`src/rtl/count_job_scheduler_if.sv`:
```
// count_job_scheduler_if: request/length/abort inputs and grant/count/done outputs
// shared between a client pair and the scheduler.
interface count_job_scheduler_if #(parameter int WIDTH = 8);
  logic [1:0]       req;
  logic [WIDTH-1:0] len0;
  logic [WIDTH-1:0] len1;
  logic             abort;
  logic [1:0]       gnt;
  logic             busy;
  logic [WIDTH-1:0] cnt;
  logic [1:0]       done;
  modport master (output req, len0, len1, abort, input gnt, busy, cnt, done);
  modport slave  (input req, len0, len1, abort, output gnt, busy, cnt, done);
endinterface

```
`src/rtl/count_job_scheduler.sv`:
```
// count_job_scheduler: round-robin arbiter granting one built-in down-counter to two requesters.
module count_job_scheduler #(parameter int WIDTH = 8) (
  input logic clk,
  input logic rst,
  count_job_scheduler_if.slave bus
);
  localparam logic [1:0] IDLE = 2'd0, RUN = 2'd1, DONE = 2'd2;
  logic [1:0]       state, gnt, done;
  logic             busy, last, win;
  logic [WIDTH-1:0] cnt;
  // On a tie the requester not served last wins; otherwise the lone requester wins.
  always_comb win = &bus.req ? ~last : bus.req[1];
  always_ff @(posedge clk or posedge rst)
    if (rst) begin
      state <= IDLE;
      gnt   <= '0;
      done  <= '0;
      busy  <= 1'b0;
      cnt   <= '0;
      last  <= 1'b1;
    end else if (state == IDLE) begin
      if (!bus.abort && |bus.req) begin
        state <= RUN;
        gnt   <= win ? 2'b10 : 2'b01;
        cnt   <= win ? bus.len1 : bus.len0;
        busy  <= 1'b1;
      end
    end else if (bus.abort || state == DONE) begin
      state <= IDLE;
      gnt   <= '0;
      done  <= '0;
      busy  <= 1'b0;
      cnt   <= '0;
      last  <= gnt[1];
    end else if (cnt <= 1) begin
      state <= DONE;
      cnt   <= '0;
      done  <= gnt;
    end else begin
      cnt <= cnt - 1'b1;
    end
  assign bus.gnt  = gnt;
  assign bus.done = done;
  assign bus.busy = busy;
  assign bus.cnt  = cnt;
endmodule

```
`src/flat_wrapper.sv`:
```
// flat-port wrapper written by rule: the top's interface ports become plain ports
module count_job_scheduler_flat 
#(parameter int WIDTH = 8)
  (clk, rst, bus_req, bus_len0, bus_len1, bus_abort, bus_gnt, bus_busy, bus_cnt, bus_done);
  count_job_scheduler_if #(.WIDTH(WIDTH)) bus_i ();
  input logic clk;
  input logic rst;
  input wire logic [$bits(bus_i.req)-1:0] bus_req;
  input wire logic [$bits(bus_i.len0)-1:0] bus_len0;
  input wire logic [$bits(bus_i.len1)-1:0] bus_len1;
  input wire logic [$bits(bus_i.abort)-1:0] bus_abort;
  output wire logic [$bits(bus_i.gnt)-1:0] bus_gnt;
  output wire logic [$bits(bus_i.busy)-1:0] bus_busy;
  output wire logic [$bits(bus_i.cnt)-1:0] bus_cnt;
  output wire logic [$bits(bus_i.done)-1:0] bus_done;
  assign bus_i.req = bus_req;
  assign bus_i.len0 = bus_len0;
  assign bus_i.len1 = bus_len1;
  assign bus_i.abort = bus_abort;
  assign bus_gnt = bus_i.gnt;
  assign bus_busy = bus_i.busy;
  assign bus_cnt = bus_i.cnt;
  assign bus_done = bus_i.done;
  count_job_scheduler #(.WIDTH(WIDTH)) u_core (.clk(clk), .rst(rst), .bus(bus_i));
endmodule
```
`config.mk`:
```
export PLATFORM = sky130hd
export DESIGN_NAME = count_job_scheduler_flat
export DESIGN_NICKNAME = d
export VERILOG_FILES = /design/src/rtl/count_job_scheduler_if.sv /design/src/rtl/count_job_scheduler.sv /design/src/flat_wrapper.sv
export SDC_FILE = /design/constraint.sdc
export NUM_CORES = 1
export LEC_CHECK = 0
export ABC_AREA = 1
export CAP_MARGIN = 25
export CORE_MARGIN = 2
export CORE_UTILIZATION = 40
export CTS_BUF_LIST = sky130_fd_sc_hd__clkbuf_16
export DETAILED_ROUTE_END_ITERATION = 6
export PLACE_DENSITY = 0.74
export SYNTH_ARGS = -nofsm -noshare
export SYNTH_HDL_FRONTEND = slang
export SYNTH_SLANG_ARGS = --single-unit
```
`constraint.sdc`:
```
create_clock -name clk -period 1.4 [get_ports clk]
set_input_delay 0.35 -clock clk [delete_from_list [all_inputs] [get_ports clk]]
set_output_delay 0.35 -clock clk [all_outputs]
set_load 0.01 [all_outputs]
```
==> results of run 1 <==
layer usage:
metal  vias up  track usage (%)
met3         4            4.918
met1       569            21.31
met4         0            3.833
li1        590                -
met5         -                0
met2        33            37.93
flip-flops by register name, indices dropped and copies added (netlist names):
register and count:
u_core.bus.done 2, u_core.bus.gnt 2, u_core.state 2, u_core.bus.cnt 8, u_core.last 1, u_core.bus.busy 1
cell usage in the layout (no fill, tap or decap), types with 2 or more instances in the layout:
| cell | netlist | routed |
|---|---|---|
| sky130_fd_sc_hd__a21oi_1 | 7 | 4 |
| sky130_fd_sc_hd__a21oi_2 | 2 | 5 |
| sky130_fd_sc_hd__buf_4 | 0 | 20 |
| sky130_fd_sc_hd__clkbuf_16 | 0 | 3 |
| sky130_fd_sc_hd__clkdlybuf4s50_1 | 0 | 20 |
| sky130_fd_sc_hd__dfrtp_1 | 15 | 14 |
| sky130_fd_sc_hd__dlygate4sd2_1 | 0 | 11 |
| sky130_fd_sc_hd__ha_4 | 0 | 2 |
| sky130_fd_sc_hd__inv_1 | 17 | 13 |
| sky130_fd_sc_hd__inv_2 | 3 | 7 |
| sky130_fd_sc_hd__nand2_1 | 51 | 44 |
| sky130_fd_sc_hd__nand2_2 | 3 | 10 |
| sky130_fd_sc_hd__nand3_1 | 10 | 9 |
| sky130_fd_sc_hd__nor2_1 | 21 | 20 |
| sky130_fd_sc_hd__nor2_2 | 4 | 5 |
| sky130_fd_sc_hd__nor2_4 | 4 | 4 |
| sky130_fd_sc_hd__o21ai_0 | 5 | 4 |
how the worst max path moves through the flow:
stage                      start                 end  slack [ns]  cells after the start
2_1_floorplan  u_core.bus.cnt[0]  u_core.bus.done[0]        0.01                     11
3_3_place_gp           bus_abort   u_core.bus.gnt[0]       -0.19                      8
3_5_place_dp           bus_abort   u_core.bus.gnt[0]       -0.24                      8
4_1_cts                bus_abort   u_core.bus.gnt[0]       0.001                      8
5_1_grt        u_core.bus.cnt[0]   u_core.bus.cnt[1]       -0.11                     11
6_report       u_core.bus.cnt[0]   u_core.bus.cnt[3]       -0.02                      9
power groups by stage:
stage,Sequential (uW),Clock [uW],Combinational [uW]
after detailed placement,723,0,1090
after floorplan,755,0,542
final,689,566,1270
after global placement,715,0,1070
after global routing,706,596,1400
after CTS,679,575,1170
cells by family (layout without fill, tap and decap cells):
group	Yosys count	after routing	share of synthesized area, %
fa+ha+maj	2	2	2.358
flops	16	16	37.85
buf+inv	21	78	7.665
xor+xnor	1	1	0.8256
compound gates	16	16	8.490
simple gates	97	97	42.81
through the flow:
stage               cell area (sq um)   TNS, ns
global route                     1705   -0.7961
finish                           1705  -0.02301
global placement                 1519    -2.200
CTS                              1639         0
detailed placement               1519    -2.519
floorplan                        1061         0
Yosys cell counts:
library cell               instances
sky130_fd_sc_hd__o21ai_1           1
sky130_fd_sc_hd__a21oi_1           7
sky130_fd_sc_hd__nor3b_1           1
sky130_fd_sc_hd__inv_1            17
sky130_fd_sc_hd__dfrtp_1          15
sky130_fd_sc_hd__nand2_4           1
sky130_fd_sc_hd__dfstp_2           1
sky130_fd_sc_hd__inv_4             1
sky130_fd_sc_hd__nand3_1          10
sky130_fd_sc_hd__a21oi_2           2
sky130_fd_sc_hd__ha_1              2
sky130_fd_sc_hd__nand4_1           1
sky130_fd_sc_hd__xor2_1            1
sky130_fd_sc_hd__nor2_8            1
sky130_fd_sc_hd__o21bai_1          1
sky130_fd_sc_hd__nor2_1           21
sky130_fd_sc_hd__nor2_4            4
sky130_fd_sc_hd__o21ai_0           5
sky130_fd_sc_hd__inv_2             3
sky130_fd_sc_hd__nand2_2           3
sky130_fd_sc_hd__nand2_1          51
sky130_fd_sc_hd__nor2_2            4
final cells by class:
class                      count  area share, %
clock inverter                 1         0.2201
timing repair buffer          53          27.07
clock buffer                   3          4.402
inverter                      21          4.769
multi-input combinational    116          37.71
sequential                    16          23.62
tap                           30          2.201
worst min-delay path: cells and delay by family:
kind / cells / cell delay, ns
buffers and inverters: 3 / 0.69
what timing repair did:
item / in CTS / in global routing
cloned: 0 / 0
setup endpoints to repair: 23 / 15
gates resized for setup: 22 / 17
buffers inserted: 5 / 3
pin swaps: 3 / 6
==> summary.json, run 1 <==
{
  "timing.critical_path.fanout_max": 8,
  "cell_type_group_with_the_largest_total_delay_on_the_critical_path": "simple AND/OR/NAND/NOR gates",
  "dieWidth_microns": 55.50,
  "r2r-start": "u_core.bus.cnt[0]",
  "detail-route-antenna-nets": 0,
  "port_buffers": 33,
  "finalWorstPathRequiredPeriod_ns": 1.422,
  "via_per_inst": 4.983,
  "core_area_sq_um": 2500,
  "area_share_of_the_largest_cell_type_after_synthesis_pct": 35.38,
  "leakage_uw": 0.0008455,
  "met1_length_microns": 1209,
  "multiInputGateArea_sq_um": 643.1,
  "wire_per_inst_microns": 12.58,
  "failed_checks": "negative setup slack",
  "largest_net_degree_at_the_start_of_global_routing": 17,
  "power.switching_fraction_pct": 38.12,
  "max-cap-violations": 0,
  "cpPeakStageDelay_ns": 0.41,
  "cts_buffer_depth": 2,
  "start_kind": "register",
  "timing.hold.worst.class": "primary input to asynchronous set/reset pin",
  "setup.worst_path.class": "register to register",
  "fp.dieArea_sq_um": 3080,
  "syn_area_cell_sq_um": 6.935,
  "drcViolationCount": 0,
  "combPwrFrac_pct": 50.4,
  "worst_setup_path_end_kind": "register",
  "slowest_stage": "sky130_fd_sc_hd__dfrtp_2",
  "final-hold-violation-count": 0,
  "finish.utilization_pct": 68.22,
  "timing.final.setup_violations": 3,
  "final.setup_skew_ns": 0.001707,
  "reg2reg_slack_ns": -0.02,
  "numClockSinks": 16,
  "layoutNonFillerInstCount": 240,
  "synth-seq-area-share_pct": 37.85,
  "place.gp.congestion": 0.9337,
  "detailedRoute.firstIterationViolations": 25,
  "power-per-cell-area_nw_per_um2": 1484,
  "synth.distinct_cells": 22,
  "rsz0062_at_grt": "yes",
  "finalPower_uw": 2530,
  "drive_gt1_share_pct": 30.48,
  "fill_cells": 218,
  "p_seq_share_pct": 27.2,
  "run_status": "complete, but fails checks",
  "tritoncts": "built",
  "cts_buffers": 3,
  "io-pin-count": 34,
  "num_antenna_cells": 0,
  "cp.arrival_ns": 1.60,
  "post-dp-hpwl_microns": 2243,
  "synth_seq_cells": 16,
  "pwr-share-clk_pct": 22.4,
  "critical_path_required_ns": 1.57,
  "max_freq_mhz": 703.4,
  "final.setup.worst_slack_ns": -0.02174,
  "post-route-period-util_pct": 101.6,
  "timing_worst_slew_pin_value_ns": 0.2369,
  "synth_area_leader_cell": "sky130_fd_sc_hd__dfrtp_1",
  "synth.area.top_cells": "sky130_fd_sc_hd__dfrtp_1, sky130_fd_sc_hd__nand2_1, sky130_fd_sc_hd__nor2_1, sky130_fd_sc_hd__inv_1, sky130_fd_sc_hd__nand3_1",
  "syn-num-nets": 176,
  "syn-instance-count": 153,
  "whs_ns": 0.4191,
  "fp-row-count": 18,
  "ctsHtreeMaxLevel": 1,
  "place.detailed.instances": 228,
  "die_height_microns": 55.50,
  "worst_setup_hold_path_clk_slew_ns": 0.05,
  "met2WireLength_microns": 1663,
  "met3_wirelength_microns": 117,
  "reg2reg_depth": 9,
  "grtUsageTotal_pct": 19.63,
  "clk-insertion-delay-late_ns": 0.24,
  "worstPathBufferInverterCount": 2,
  "final_net_count": 234,
  "area_delta_synth_final_pct": 60.73,
  "finalWirelength_microns": 3020,
  "path_cells": "inv_2, ha_4, inv_2, nand2_2, nand2_2, nor2_4, nor2_4, nand2_1, a21oi_2",
  "yosys_warnings": 0,
  "pins_over_their_slew_limit": 0,
  "rr_endpoint": "u_core.bus.cnt[3]",
  "start_util_pct": 42.44,
  "power.internal_uw": 1566,
  "dr.max_layer_used": "met4",
  "count_of_vias_placed_by_the_detailed_router": 1196,
  "firstDrtPassIters": 4,
  "globalRouteOverflowTotal": 0,
  "post_cts_hold_buffer_count": 0,
  "area_taken_by_flip_flops_and_latches_sq_um": 402.9,
  "ir_drop_mv": 1.266,
  "first_global_vias": 1167,
  "cts_root_buf": "sky130_fd_sc_hd__clkbuf_16",
  "syn_area_sq_um": 1061,
  "dp_slack_ns": -0.2446,
  "grt_pass1_wl_microns": 4892,
  "antenna_found_initial": 0,
  "switching_power_total_uw": 964.5,
  "worst_slew_margin_rel_pct": 84.17
}
(Power assumes the default switching activity.)
==> inputs of run 2 (changes only) <==
--- a/config.mk
+++ b/config.mk
@@ -6,11 +6,12 @@
 export NUM_CORES = 1
 export LEC_CHECK = 0
 export ABC_AREA = 1
-export CAP_MARGIN = 25
+export CAP_MARGIN = 40
 export CORE_MARGIN = 2
 export CORE_UTILIZATION = 40
 export CTS_BUF_LIST = sky130_fd_sc_hd__clkbuf_16
 export DETAILED_ROUTE_END_ITERATION = 6
+export HOLD_SLACK_MARGIN = 0.1
 export PLACE_DENSITY = 0.74
 export SYNTH_ARGS = -nofsm -noshare
 export SYNTH_HDL_FRONTEND = slang
==> results of run 2 <==
No change in the layout: final DEF, timing and power equal those of run 1.
==> inputs of run 3 (changes only) <==
--- a/config.mk
+++ b/config.mk
@@ -7,7 +7,6 @@
 export LEC_CHECK = 0
 export ABC_AREA = 1
 export CAP_MARGIN = 40
-export CORE_MARGIN = 2
 export CORE_UTILIZATION = 40
 export CTS_BUF_LIST = sky130_fd_sc_hd__clkbuf_16
 export DETAILED_ROUTE_END_ITERATION = 6
==> summary.json, run 3 (synthesized netlist as in run 1, its figures left out) <==
{
  "run_status": {"value": "finished clean", "change": "was complete, but fails checks"},
  "met2WireLength": {"value": 1506, "unit": "microns", "change": "was 1663 microns"},
  "final.setup.worst_slack": {"value": 0.01443, "unit": "ns", "change": "was -0.02174 ns"},
  "path_cells": {"value": "ha_1, inv_1, nand2_2, nand2_2, nor2_4, nor2_4, nand2_1, a21oi_2", "change": "was inv_2, ha_4, inv_2, nand2_2, nand2_2, nor2_4, nor2_4, nand2_1, a21oi_2"},
  "worst_setup_path_end_kind": {"value": "register", "change": "unchanged"},
  "endpoint": {"value": "u_core.bus.cnt[4]", "change": "was u_core.bus.cnt[3]"},
  "p_seq_share": {"value": 28.3, "unit": "%", "change": "was 27.2%"},
  "power.internal": {"value": 1513, "unit": "uW", "change": "was 1566 uW"},
  "first_global_vias": {"value": 1061, "change": "was 1167"},
  "detail-route-antenna-nets": {"value": 0, "change": "unchanged"},
  "pins_over_their_slew_limit": {"value": 0, "change": "unchanged"},
  "port_buffers": {"value": 33, "change": "unchanged"},
  "power-per-cell-area": {"value": 1461, "unit": "nW/um^2", "change": "was 1484 nW/um^2"},
  "reg2reg_slack": {"value": 0.01, "unit": "ns", "change": "was -0.02 ns"},
  "via_per_inst": {"value": 4.742, "change": "was 4.983"},
  "power.switching_fraction": {"value": 38.26, "unit": "%", "change": "was 38.12%"},
  "placed_instance_area": {"value": 1526, "unit": "sq um", "change": "was 1519 sq um"},
  "combPwrFrac": {"value": 48.4, "unit": "%", "change": "was 50.4%"},
  "clk-insertion-delay-late": {"value": 0.25, "unit": "ns", "change": "was 0.24 ns"},
  "fill_cells": {"value": 230, "change": "was 218"},
  "leakage": {"value": 0.0008581, "unit": "uW", "change": "was 0.0008455 uW"},
  "dieWidth": {"value": 53.50, "unit": "microns", "change": "was 55.50 microns"},
  "start_kind": {"value": "register", "change": "unchanged"},
  "final.setup_skew": {"value": 0.003089, "unit": "ns", "change": "was 0.001707 ns"},
  "post-dp-hpwl": {"value": 2091, "unit": "microns", "change": "was 2243 microns"},
  "grtUsageTotal": {"value": 21.45, "unit": "%", "change": "was 19.63%"},
  "pwr-share-clk": {"value": 23.3, "unit": "%", "change": "was 22.4%"},
  "finalWorstPathRequiredPeriod": {"value": 1.386, "unit": "ns", "change": "was 1.422 ns"},
  "start_util": {"value": 42.44, "unit": "%", "change": "unchanged"},
  "fp-row-count": {"value": 18, "change": "unchanged"},
  "ctsHtreeMaxLevel": {"value": 1, "change": "unchanged"},
  "finish.utilization": {"value": 67.12, "unit": "%", "change": "was 68.22%"},
  "timing.critical_path.fanout_max": {"value": 8, "change": "unchanged"},
  "dp_slack": {"value": -0.2327, "unit": "ns", "change": "was -0.2446 ns"},
  "finalInstanceArea": {"value": 1678, "unit": "sq um", "change": "was 1705 sq um"},
  "post-route-period-util": {"value": 98.97, "unit": "%", "change": "was 101.6%"},
  "timing.final.setup_violations": {"value": 0, "change": "was 3"},
  "finalWirelength": {"value": 2819, "unit": "microns", "change": "was 3020 microns"},
  "detailedRoute.firstIterationViolations": {"value": 21, "change": "was 25"},
  "area_delta_synth_final": {"value": 58.14, "unit": "%", "change": "was 60.73%"},
  "setup.worst_path.class": {"value": "register to register", "change": "unchanged"},
  "place.detailed.instances": {"value": 229, "change": "was 228"},
  "drcViolationCount": {"value": 0, "change": "unchanged"},
  "cts_buffer_depth": {"value": 2, "change": "unchanged"},
  "area_taken_by_flip_flops_and_latches": {"value": 401.6, "unit": "sq um", "change": "was 402.9 sq um"},
  "die_height": {"value": 53.50, "unit": "microns", "change": "was 55.50 microns"},
  "layoutNonFillerInstCount": {"value": 236, "change": "was 240"},
  "firstDrtPassIters": {"value": 6, "change": "was 4"},
  "num_antenna_cells": {"value": 0, "change": "unchanged"},
  "most_frequent_cells_in_the_layout": {"value": "sky130_fd_sc_hd__nand2_1, sky130_fd_sc_hd__nor2_1, sky130_fd_sc_hd__clkdlybuf4s50_1", "change": "was sky130_fd_sc_hd__nand2_1, sky130_fd_sc_hd__nor2_1, sky130_fd_sc_hd__clkdlybuf4s50_1, sky130_fd_sc_hd__buf_4, sky130_fd_sc_hd__dfrtp_1"},
  "r2r-start": {"value": "u_core.bus.cnt[0]", "change": "unchanged"},
  "drive_gt1_share": {"value": 26.21, "unit": "%", "change": "was 30.48%"},
  "met1_length": {"value": 1224, "unit": "microns", "change": "was 1209 microns"},
  "timing_worst_slew_pin_value": {"value": 0.2379, "unit": "ns", "change": "was 0.2369 ns"},
  "critical_path_required": {"value": 1.58, "unit": "ns", "change": "was 1.57 ns"},
  "registers.top_by_ff_count": {"value": "u_core.bus.cnt", "change": "unchanged"},
  "largest_register_ffs": {"value": 8, "change": "unchanged"},
  "startpoint": {"value": "u_core.bus.cnt[0]", "change": "unchanged"},
  "tritoncts": {"value": "built", "change": "unchanged"},
  "final_net_count": {"value": 230, "change": "was 234"},
  "max-cap-violations": {"value": 0, "change": "unchanged"},
  "core_area": {"value": 2500, "unit": "sq um", "change": "unchanged"},
  "wire_per_inst": {"value": 11.94, "unit": "microns", "change": "was 12.58 microns"},
  "grt_pass1_wl": {"value": 4471, "unit": "microns", "change": "was 4892 microns"},
  "io-pin-count": {"value": 34, "change": "unchanged"},
  "final-hold-violation-count": {"value": 0, "change": "unchanged"},
  "rr_endpoint": {"value": "u_core.bus.cnt[4]", "change": "was u_core.bus.cnt[3]"},
  "max_freq": {"value": 721.7, "unit": "MHz", "change": "was 703.4 MHz"},
  "multiInputGateArea": {"value": 634.4, "unit": "sq um", "change": "was 643.1 sq um"},
  "switching_power_total": {"value": 937.9, "unit": "uW", "change": "was 964.5 uW"},
  "most_common_cell_after_layout_fill_and_taps_aside": {"value": "sky130_fd_sc_hd__nand2_1", "change": "unchanged"},
  "slowest_stage": {"value": "sky130_fd_sc_hd__dfrtp_1", "change": "was sky130_fd_sc_hd__dfrtp_2"},
  "cts_root_buf": {"value": "sky130_fd_sc_hd__clkbuf_16", "change": "unchanged"},
  "worst_slew_margin_rel": {"value": 84.10, "unit": "%", "change": "was 84.17%"},
  "rsz0062_at_grt": {"value": "yes", "change": "unchanged"},
  "cts_buffers": {"value": 3, "change": "unchanged"},
  "met3_wirelength": {"value": 88, "unit": "microns", "change": "was 117 microns"},
  "numClockSinks": {"value": 16, "change": "unchanged"},
  "largest_net_degree_at_the_start_of_global_routing": {"value": 17, "change": "unchanged"},
  "cpPeakStageDelay": {"value": 0.41, "unit": "ns", "change": "about the same"},
  "dr.max_layer_used": {"value": "met3", "change": "was met4"},
  "worst_setup_hold_path_clk_slew": {"value": 0.05, "unit": "ns", "change": "about the same"},
  "antenna_found_initial": {"value": 0, "change": "unchanged"},
  "fp.dieArea": {"value": 2862, "unit": "sq um", "change": "was 3080 sq um"},
  "place.gp.congestion": {"value": 0.8535, "change": "was 0.9337"},
  "ir_drop": {"value": 0.9197, "unit": "mV", "change": "was 1.266 mV"},
  "reg2reg_depth": {"value": 8, "change": "was 9"},
  "count_of_vias_placed_by_the_detailed_router": {"value": 1119, "change": "was 1196"},
  "timing.hold.worst.class": {"value": "primary input to asynchronous set/reset pin", "change": "unchanged"},
  "cp.arrival": {"value": 1.56, "unit": "ns", "change": "was 1.60 ns"},
  "globalRouteOverflowTotal": {"value": 0, "change": "unchanged"}
}
[run 3: power groups by stage]
stage	Sequential, uW	Clock [uW]	Combinational [uW]
after CTS	688	579	1110
after floorplan	755	0	542
after detailed placement	713	0	1090
final	693	572	1190
after global routing	713	600	1310
after global placement	712	0	1080
[run 3: cell type report]
type | count | share of cell area [%]
Inverter | 21 | 4.847
Tap cell | 30 | 2.237
Clock inverter | 1 | 0.2237
Timing Repair Buffer | 49 | 26.47
Multi-Input combinational cell | 116 | 37.81
Sequential cell | 16 | 23.94
Clock buffer | 3 | 4.474
[run 3: per-stage QoR]
step | TNS (ns) | power, uW | hold slack, ns
detailed placement | -2.573 | 1801 | 0.4637
floorplan | 0 | 1297 | 0.2630
finish | 0 | 2451 | 0.4128
CTS | 0 | 2374 | 0.4245
global route | -0.3786 | 2624 | 0.4844
global placement | -2.384 | 1787 | 0.4646
[run 3: worst max-delay path, delay by kind of cell, from the launching register on]
family                   cells  cell delay (ns)
AO/OA/AOI/OAI                1             0.15
adder cells (fa/ha/maj)      1             0.21
buffers and inverters        1             0.06
flip-flops                   1             0.41
AND/OR/NAND/NOR              5             0.48
[run 3: worst min path at each step]
stage,start,end,slack (ns),cells past startpoint
finish,rst,u_core.bus.cnt[6],0.41,3
global placement,u_core.bus.done[1],u_core.bus.done[1],0.46,2
detailed placement,u_core.bus.done[1],u_core.bus.done[1],0.46,2
CTS,rst,u_core.bus.cnt[4],0.42,3
floorplan,rst,u_core.bus.busy,0.26,1
global route,rst,u_core.bus.cnt[6],0.48,3
[run 3: repair_timing]
action,in CTS,in global routing
hold buffers,0,0
gates resized for setup,20,16
pin swaps,6,7
buffers inserted,3,0
setup endpoints to repair,23,15
[run 3: routing by layer]
metal | global-route usage [%] | vias up
li1 | - | 582
met4 | 3.947 | 0
met5 | 0 | -
met2 | 41.88 | 25
met3 | 2.586 | 0
met1 | 24.56 | 512
